File: src/rtl/hyperbus_wb_bridge_pkg.sv
// rtl/hyperbus_wb_bridge_pkg.sv - shared FSM encoding and address helpers for the HyperBus user port
// Purpose: state encoding and byte-to-word address shift shared by the bridge and controller.
// Ports: none (package).
package hyperbus_wb_bridge_pkg;

  typedef enum logic [2:0] {
    ST_IDLE    = 3'd0,
    ST_RD_WAIT = 3'd1,
    ST_WR_ACC  = 3'd2,
    ST_WR_DRN  = 3'd3,
    ST_ACK     = 3'd4,
    ST_ERR     = 3'd5
  } state_t;

  // HyperBus addresses 16-bit words, so byte addresses drop their LSB.
  localparam int HB_ADDR_SHIFT = 1;

  // States in which a downstream transaction is in flight and the watchdog runs.
  function automatic logic is_wait_state(input state_t s);
    return (s == ST_RD_WAIT) || (s == ST_WR_ACC) || (s == ST_WR_DRN);
  endfunction

endpackage

File: src/rtl/hyperbus_wb_bridge_timeout.sv
// rtl/hyperbus_wb_bridge_timeout.sv - phase watchdog counter with clear, enable and expire
// Purpose: counts enabled cycles; flags expiry one cycle after the count reaches LIMIT-1.
// Ports:
//   i_clk     in  1  clock
//   i_rst_n   in  1  synchronous active-low reset
//   i_clr     in  1  restart the count (wins over i_en)
//   i_en      in  1  count this cycle
//   o_expire  out 1  registered expiry flag
module hyperbus_wb_bridge_timeout #(
  parameter int LIMIT = 1024
) (
  input  logic i_clk,
  input  logic i_rst_n,
  input  logic i_clr,
  input  logic i_en,
  output logic o_expire
);

  localparam int CW = (LIMIT > 2) ? $clog2(LIMIT) : 1;
  localparam logic [CW-1:0] LAST = CW'(LIMIT - 1);

  logic [CW-1:0] r_cnt;
  logic          r_expire;

  // Expiry is registered, so the consumer reacts one cycle after LAST is seen;
  // a phase therefore lasts LIMIT+1 cycles counting its first cycle.
  always_ff @(posedge i_clk) begin
    if (!i_rst_n) begin
      r_cnt    <= '0;
      r_expire <= 1'b0;
    end else if (i_clr) begin
      r_cnt    <= '0;
      r_expire <= 1'b0;
    end else if (i_en) begin
      r_cnt    <= r_cnt + 1'b1;
      r_expire <= (r_cnt == LAST);
    end else begin
      r_expire <= 1'b0;
    end
  end

  assign o_expire = r_expire;

endmodule

File: src/rtl/hyperbus_wb_bridge.sv
// rtl/hyperbus_wb_bridge.sv - Wishbone B4 classic slave driving the hyperbus_fifo user port
// Purpose: one WB cycle -> one rrq/wrq pulse; waits for rx_valid (read) or TX drain (write),
//          then acks; a per-phase watchdog converts lost transactions into wb_err_o.
// Ports:
//   clk, rst_n                      clock, synchronous active-low reset
//   wb_adr_i/dat_i/sel_i/we_i       WB request (byte address, data, selects, direction)
//   wb_cyc_i, wb_stb_i              WB cycle and strobe
//   wb_dat_o, wb_ack_o, wb_err_o    WB read data, one-cycle ack, one-cycle error
//   rrq, wrq                        one-cycle read/write request to hyperbus_fifo
//   adr_o, tx_dat_o                 word address and write data, held until completion
//   tx_ready                        TX FIFO empty
//   rx_dat_i, rx_valid              RX data and its one-cycle valid pulse
module hyperbus_wb_bridge
  import hyperbus_wb_bridge_pkg::*;
#(
  parameter int DATA_WIDTH = 32,
  parameter int ADDR_WIDTH = 32,
  parameter int TIMEOUT    = 1024
) (
  input  logic                    clk,
  input  logic                    rst_n,
  input  logic [ADDR_WIDTH-1:0]   wb_adr_i,
  input  logic [DATA_WIDTH-1:0]   wb_dat_i,
  input  logic [DATA_WIDTH/8-1:0] wb_sel_i,
  input  logic                    wb_we_i,
  input  logic                    wb_cyc_i,
  input  logic                    wb_stb_i,
  output logic [DATA_WIDTH-1:0]   wb_dat_o,
  output logic                    wb_ack_o,
  output logic                    wb_err_o,
  output logic                    rrq,
  output logic                    wrq,
  output logic [ADDR_WIDTH-1:0]   adr_o,
  output logic [DATA_WIDTH-1:0]   tx_dat_o,
  input  logic                    tx_ready,
  input  logic [DATA_WIDTH-1:0]   rx_dat_i,
  input  logic                    rx_valid
);

  localparam logic [DATA_WIDTH/8-1:0] SEL_ALL = '1;

  state_t                  r_state, w_next;
  logic                    w_req, w_start_rd, w_start_wr, w_clr, w_busy, w_expire;
  logic                    r_rrq, r_wrq, r_abort;
  logic [ADDR_WIDTH-1:0]   r_adr;
  logic [DATA_WIDTH-1:0]   r_tx_dat, r_rx_dat;

  assign w_req  = wb_cyc_i & wb_stb_i;
  assign w_busy = is_wait_state(r_state);
  // Any state change restarts the watchdog so each phase gets its own budget.
  assign w_clr  = (w_next != r_state);

  hyperbus_wb_bridge_timeout #(
    .LIMIT (TIMEOUT)
  ) u_timeout (
    .i_clk    (clk),
    .i_rst_n  (rst_n),
    .i_clr    (w_clr),
    .i_en     (w_busy),
    .o_expire (w_expire)
  );

  always_comb begin
    w_next     = r_state;
    w_start_rd = 1'b0;
    w_start_wr = 1'b0;
    case (r_state)
      ST_IDLE: begin
        if (w_req) begin
          if (!wb_we_i) begin
            w_next     = ST_RD_WAIT;
            w_start_rd = 1'b1;
          end else if (wb_sel_i != SEL_ALL) begin
            w_next = ST_ERR;
          end else if (tx_ready) begin
            w_next     = ST_WR_ACC;
            w_start_wr = 1'b1;
          end
        end
      end
      // Completion events take priority over a watchdog expiry in the same cycle.
      ST_WR_ACC:  if (!tx_ready) w_next = ST_WR_DRN; else if (w_expire) w_next = ST_ERR;
      ST_WR_DRN:  if (tx_ready)  w_next = ST_ACK;    else if (w_expire) w_next = ST_ERR;
      ST_RD_WAIT: if (rx_valid)  w_next = ST_ACK;    else if (w_expire) w_next = ST_ERR;
      ST_ACK:     w_next = ST_IDLE;
      ST_ERR:     w_next = ST_IDLE;
      default:    w_next = ST_IDLE;
    endcase
  end

  always_ff @(posedge clk) begin
    if (!rst_n) begin
      r_state  <= ST_IDLE;
      r_rrq    <= 1'b0;
      r_wrq    <= 1'b0;
      r_abort  <= 1'b0;
      r_adr    <= '0;
      r_tx_dat <= '0;
      r_rx_dat <= '0;
    end else begin
      r_state <= w_next;
      r_rrq   <= w_start_rd;
      r_wrq   <= w_start_wr;
      if (w_start_rd || w_start_wr) r_adr <= wb_adr_i >> HB_ADDR_SHIFT;
      if (w_start_wr) r_tx_dat <= wb_dat_i;
      if ((r_state == ST_RD_WAIT) && rx_valid) r_rx_dat <= rx_dat_i;
      // Sticky until IDLE: a master that restarts early must not see the old ack.
      if (r_state == ST_IDLE) r_abort <= 1'b0;
      else if (!wb_cyc_i)     r_abort <= 1'b1;
    end
  end

  assign wb_ack_o = (r_state == ST_ACK) && !r_abort && wb_cyc_i;
  assign wb_err_o = (r_state == ST_ERR) && !r_abort && wb_cyc_i;
  assign wb_dat_o = r_rx_dat;
  assign rrq      = r_rrq;
  assign wrq      = r_wrq;
  assign adr_o    = r_adr;
  assign tx_dat_o = r_tx_dat;

endmodule
File: config.mk
export PLATFORM = sky130hd
export DESIGN_NAME = hyperbus_wb_bridge
export DESIGN_NICKNAME = d
export VERILOG_FILES = /design/src/rtl/hyperbus_wb_bridge_pkg.sv /design/src/rtl/hyperbus_wb_bridge_timeout.sv /design/src/rtl/hyperbus_wb_bridge.sv
export SDC_FILE = /design/constraint.sdc
export NUM_CORES = 1
export LEC_CHECK = 0
export CAP_MARGIN = 20
export CORE_MARGIN = 5
export CORE_UTILIZATION = 41
export CTS_BUF_LIST = sky130_fd_sc_hd__clkbuf_4 sky130_fd_sc_hd__clkbuf_8 sky130_fd_sc_hd__clkbuf_16
export CTS_CLUSTER_SIZE = 28
export DETAILED_ROUTE_END_ITERATION = 12
export GPL_TIMING_DRIVEN = 0
export PLACE_DENSITY_LB_ADDON = 0.3
export SLEW_MARGIN = 20
export SYNTH_ARGS = -nofsm -noshare
export SYNTH_HDL_FRONTEND = slang
export SYNTH_SLANG_ARGS = --single-unit
File: constraint.sdc
create_clock -name clk -period 1.7 [get_ports clk]
set_input_delay 0.17 -clock clk [delete_from_list [all_inputs] [get_ports clk]]
set_output_delay 0.17 -clock clk [all_outputs]
set_load 0.05 [all_outputs]
==> impl_results.md <==
* Worst VDD drop at 577 uV
* DRT iter0 DRCs at 164
* Syn. warnings at 0
* Die area at 0.0131 mm^2
* Req. time, crit path at 1.53 ns
* Reported leakage power at 3.09 nW
* DRC Markers at 0
* Worst EP arrival at 1.49 ns
* Worst Hold Class: input port to flop
* Syn_area_per_cell at 8.66 um^2
* Setup slack after layout at 0.0440 ns
* Total track usage at 18.9%
* Core ar. at 0.0108 mm^2
* CP max FO at 2
* Die span in y at 115 um
* First-pass GRT wire length at 20300 um
* CP Capture Type: primary output
* Hold Vio Cnt, Final at 0
* Crit-path leading delay family: buffers and inverters
* Die width at 115 um
* Outcome: complete, no violations
* Number of global-route vias before repair at 4314
* Distinct cells, synth at 38
* Post-synthesis net count at 625
* Critical path, cell by cell: clkdlybuf4s50_1
* Drt pass-1 iters at 4
* Layout Cells excl Fill at 880
* Power Dens Cells at 736 mW/mm^2
* Placed cell areas at 0.00668 mm^2
* Slew @ Worst Pin at 0.556 ns
* Crit Path Category: flop to primary output
* Final Cell Area at 0.00691 mm^2
* Nets at 843
* DP HPWL at 10200 um
* Post-Syn Area at 0.00448 mm^2
* Seq/Total Area, Yosys at 50.1%
* #FFs+latches synth at 112
* Total Neg Setup Slack at 0 ns
* Worst clock skew at 0.0192 ns
* Initial antenna violation count at 0
* Max-Cap Viols at 0
* N_diodes at 0
* Num CTS Buffers at 9
* Detailed Route WL at 13000 um
* Via/cell ratio at 4.78
* Via count of the routed design at 4205
* Grt total ovfl at 0
* Insertion delay to the later sink of the worst-skew pair at 0.36 ns
* Inst Count DP at 859
* Post-layout min period at 1.66 ns
* Buf/Inv on CP at 1
* Largest net degree at the start of global routing at 20
* Layout cells sized above 1 at 7.84%
* Delay of the slowest cell on the worst path at 0.80 ns
* I/O Buffers at 202
* Initial Util at 41.5%
* Slew HR at 62.9%
* Ports at 207
* H-tree depth at 3
* Fmax at 604 MHz
* RSZ-0062 raised after global routing: true
* Final period util at 97.4%
* Layout Area Growth over Synthesis at 54.2%
* Setup slack at placement at -0.573 ns
* DR WL/cell at 14.8 um
* Placer Congestion at 0.846
* CTS tree: built
* Worst-path clk slew at 0.10 ns
* Row cnt at 38
* Total clock sinks at 112
* Critical-path top delay cell: clkdlybuf4s50_1
* Slew Limit Fails at 0
* Root Driver: clkbuf_8
* Setup-failing EPs final at 0
* Buffers from clock root to sink, at most at 2
* Gate Count Post-Synth at 517
* CP Launch Type: flop
* Antenna Nets Post-Route at 0
==> final timing paths <==
path	endpoint	cells after the start	slack, ns	start
max reg2reg	tx_dat_o[17]	6	0.06	r_state[1]
min	r_state[2]	3	0.18	wb_we_i
max	tx_dat_o[31]	1	0.04	tx_dat_o[31]
min reg2reg	tx_dat_o[19]	2	0.46	tx_dat_o[19]
==> cell usage after synthesis, drive strengths merged <==
library cell	number	area [um^2]
clkbuf	19	71.3
nor4b	1	15.0
nor2	16	60.1
and4	1	8.76
nand3	5	25.0
or4	1	7.51
xor2	1	8.76
buf	17	116
nand2	196	736
nor3b	1	7.51
or2	1	6.26
ha	1	12.5
nand4b	2	17.5
a2bb2oi	1	8.76
nand2b	2	12.5
mux2i	32	320
a21boi	64	480
a21oi	6	33.8
nor3	6	30.0
and4bb	1	12.5
a311oi	1	8.76
dfxtp	112	2240
nor4	3	33.8
and2	1	6.26
nand4	2	12.5
o311a	1	10.0
o21bai	1	11.3
xnor2	9	78.8
nand4bb	1	27.5
inv	6	22.5
mux2	1	11.3
conb	1	3.75
o21ai	4	20.0
==> placed cells by master, fill, tap and decap left out, drive strengths merged, types with 2 or more instances in the layout <==
master         count
nor4               3
mux2i             32
dfxtp            112
buf               24
nand2            196
nand4              2
nand2b             2
dlygate4sd2       80
nand4b             2
a21oi              6
nor3               6
clkdlybuf4s50    104
nand3              5
o21ai              4
inv               10
a21boi            64
xnor2              9
clkinv             2
clkbuf            28
nor2              16
dlymetal6s2s      16
==> where the power goes <==
part / leakage (nW) / switching, mW / internal [mW] / total, mW
logic: 2.08 / 0.400 / 0.361 / 0.761
registers: 0.907 / 0.0267 / 2.67 / 2.70
clock network: 0.105 / 0.923 / 0.700 / 1.62
total: 3.09 / 1.35 / 3.73 / 5.08
==> layer usage <==
| layer | track usage [%] | up-vias | wire [um] |
|---|---|---|---|
| li1 | - | 2110 | - |
| met4 | 3.48 | 0 | 128 |
| met1 | 21.0 | 1950 | 5260 |
| met2 | 35.0 | 133 | 6500 |
| met5 | 0 | - | 0 |
| met3 | 6.34 | 12 | 1110 |
==> state kept, by name, summed over array words and instances, names as in the netlist <==
register and flops:
rrq 1, wb_dat_o 32, u_timeout.o_expire 1, wrq 1, tx_dat_o 32, r_state 3
u_timeout.r_cnt 10, adr_o 31, r_abort 1
==> final cells by class <==
cell class	count	area [um^2]
Inverter	6	22.5
Fill cell	958	3880
Clock buffer	9	124
Sequential cell	112	2250
Timing Repair Buffer	207	2000
Clock inverter	7	75.1
Tap cell	140	175
Multi-Input combinational cell	363	2070
Buffer	36	196
==> logic make-up after synthesis <==
family,count (synthesis),synth area share (%)
AO/OA/AOI/OAI,78,12.8
XOR/XNOR,10,1.96
adder cells (fa/ha/maj),1,0.279
buffers and inverters,42,4.69
flip-flops,112,50.1
multiplexers,33,7.40
other,1,0.0837
AND/OR/NAND/NOR,240,22.7
==> stage by stage <==
stage	power [mW]	utilization, %	hold WS (ns)
detailed placement	3.55	61.9	0.446
CTS	5.14	62.8	0.154
floorplan	3.14	-	0.305
global placement	3.53	61.9	0.440
global route	5.28	64.0	0.197
finish	5.08	64.0	0.182
==> worst reg2reg max path, cell delays in order (launching register included) <==
cell	delay, ns
dfxtp_4	0.37
nand4bb_4	0.24
or4_4	0.53
buf_6	0.15
buf_6	0.13
nand2_1	0.07
a21boi_1	0.06
==> timing repair <==
action	CTS	global route
resized for setup	96	34
setup buffers	1	4
endpoints found under the setup margin	82	106
pin swaps	0	3
hold buffers	0	0
(Power assumes the default switching activity.)
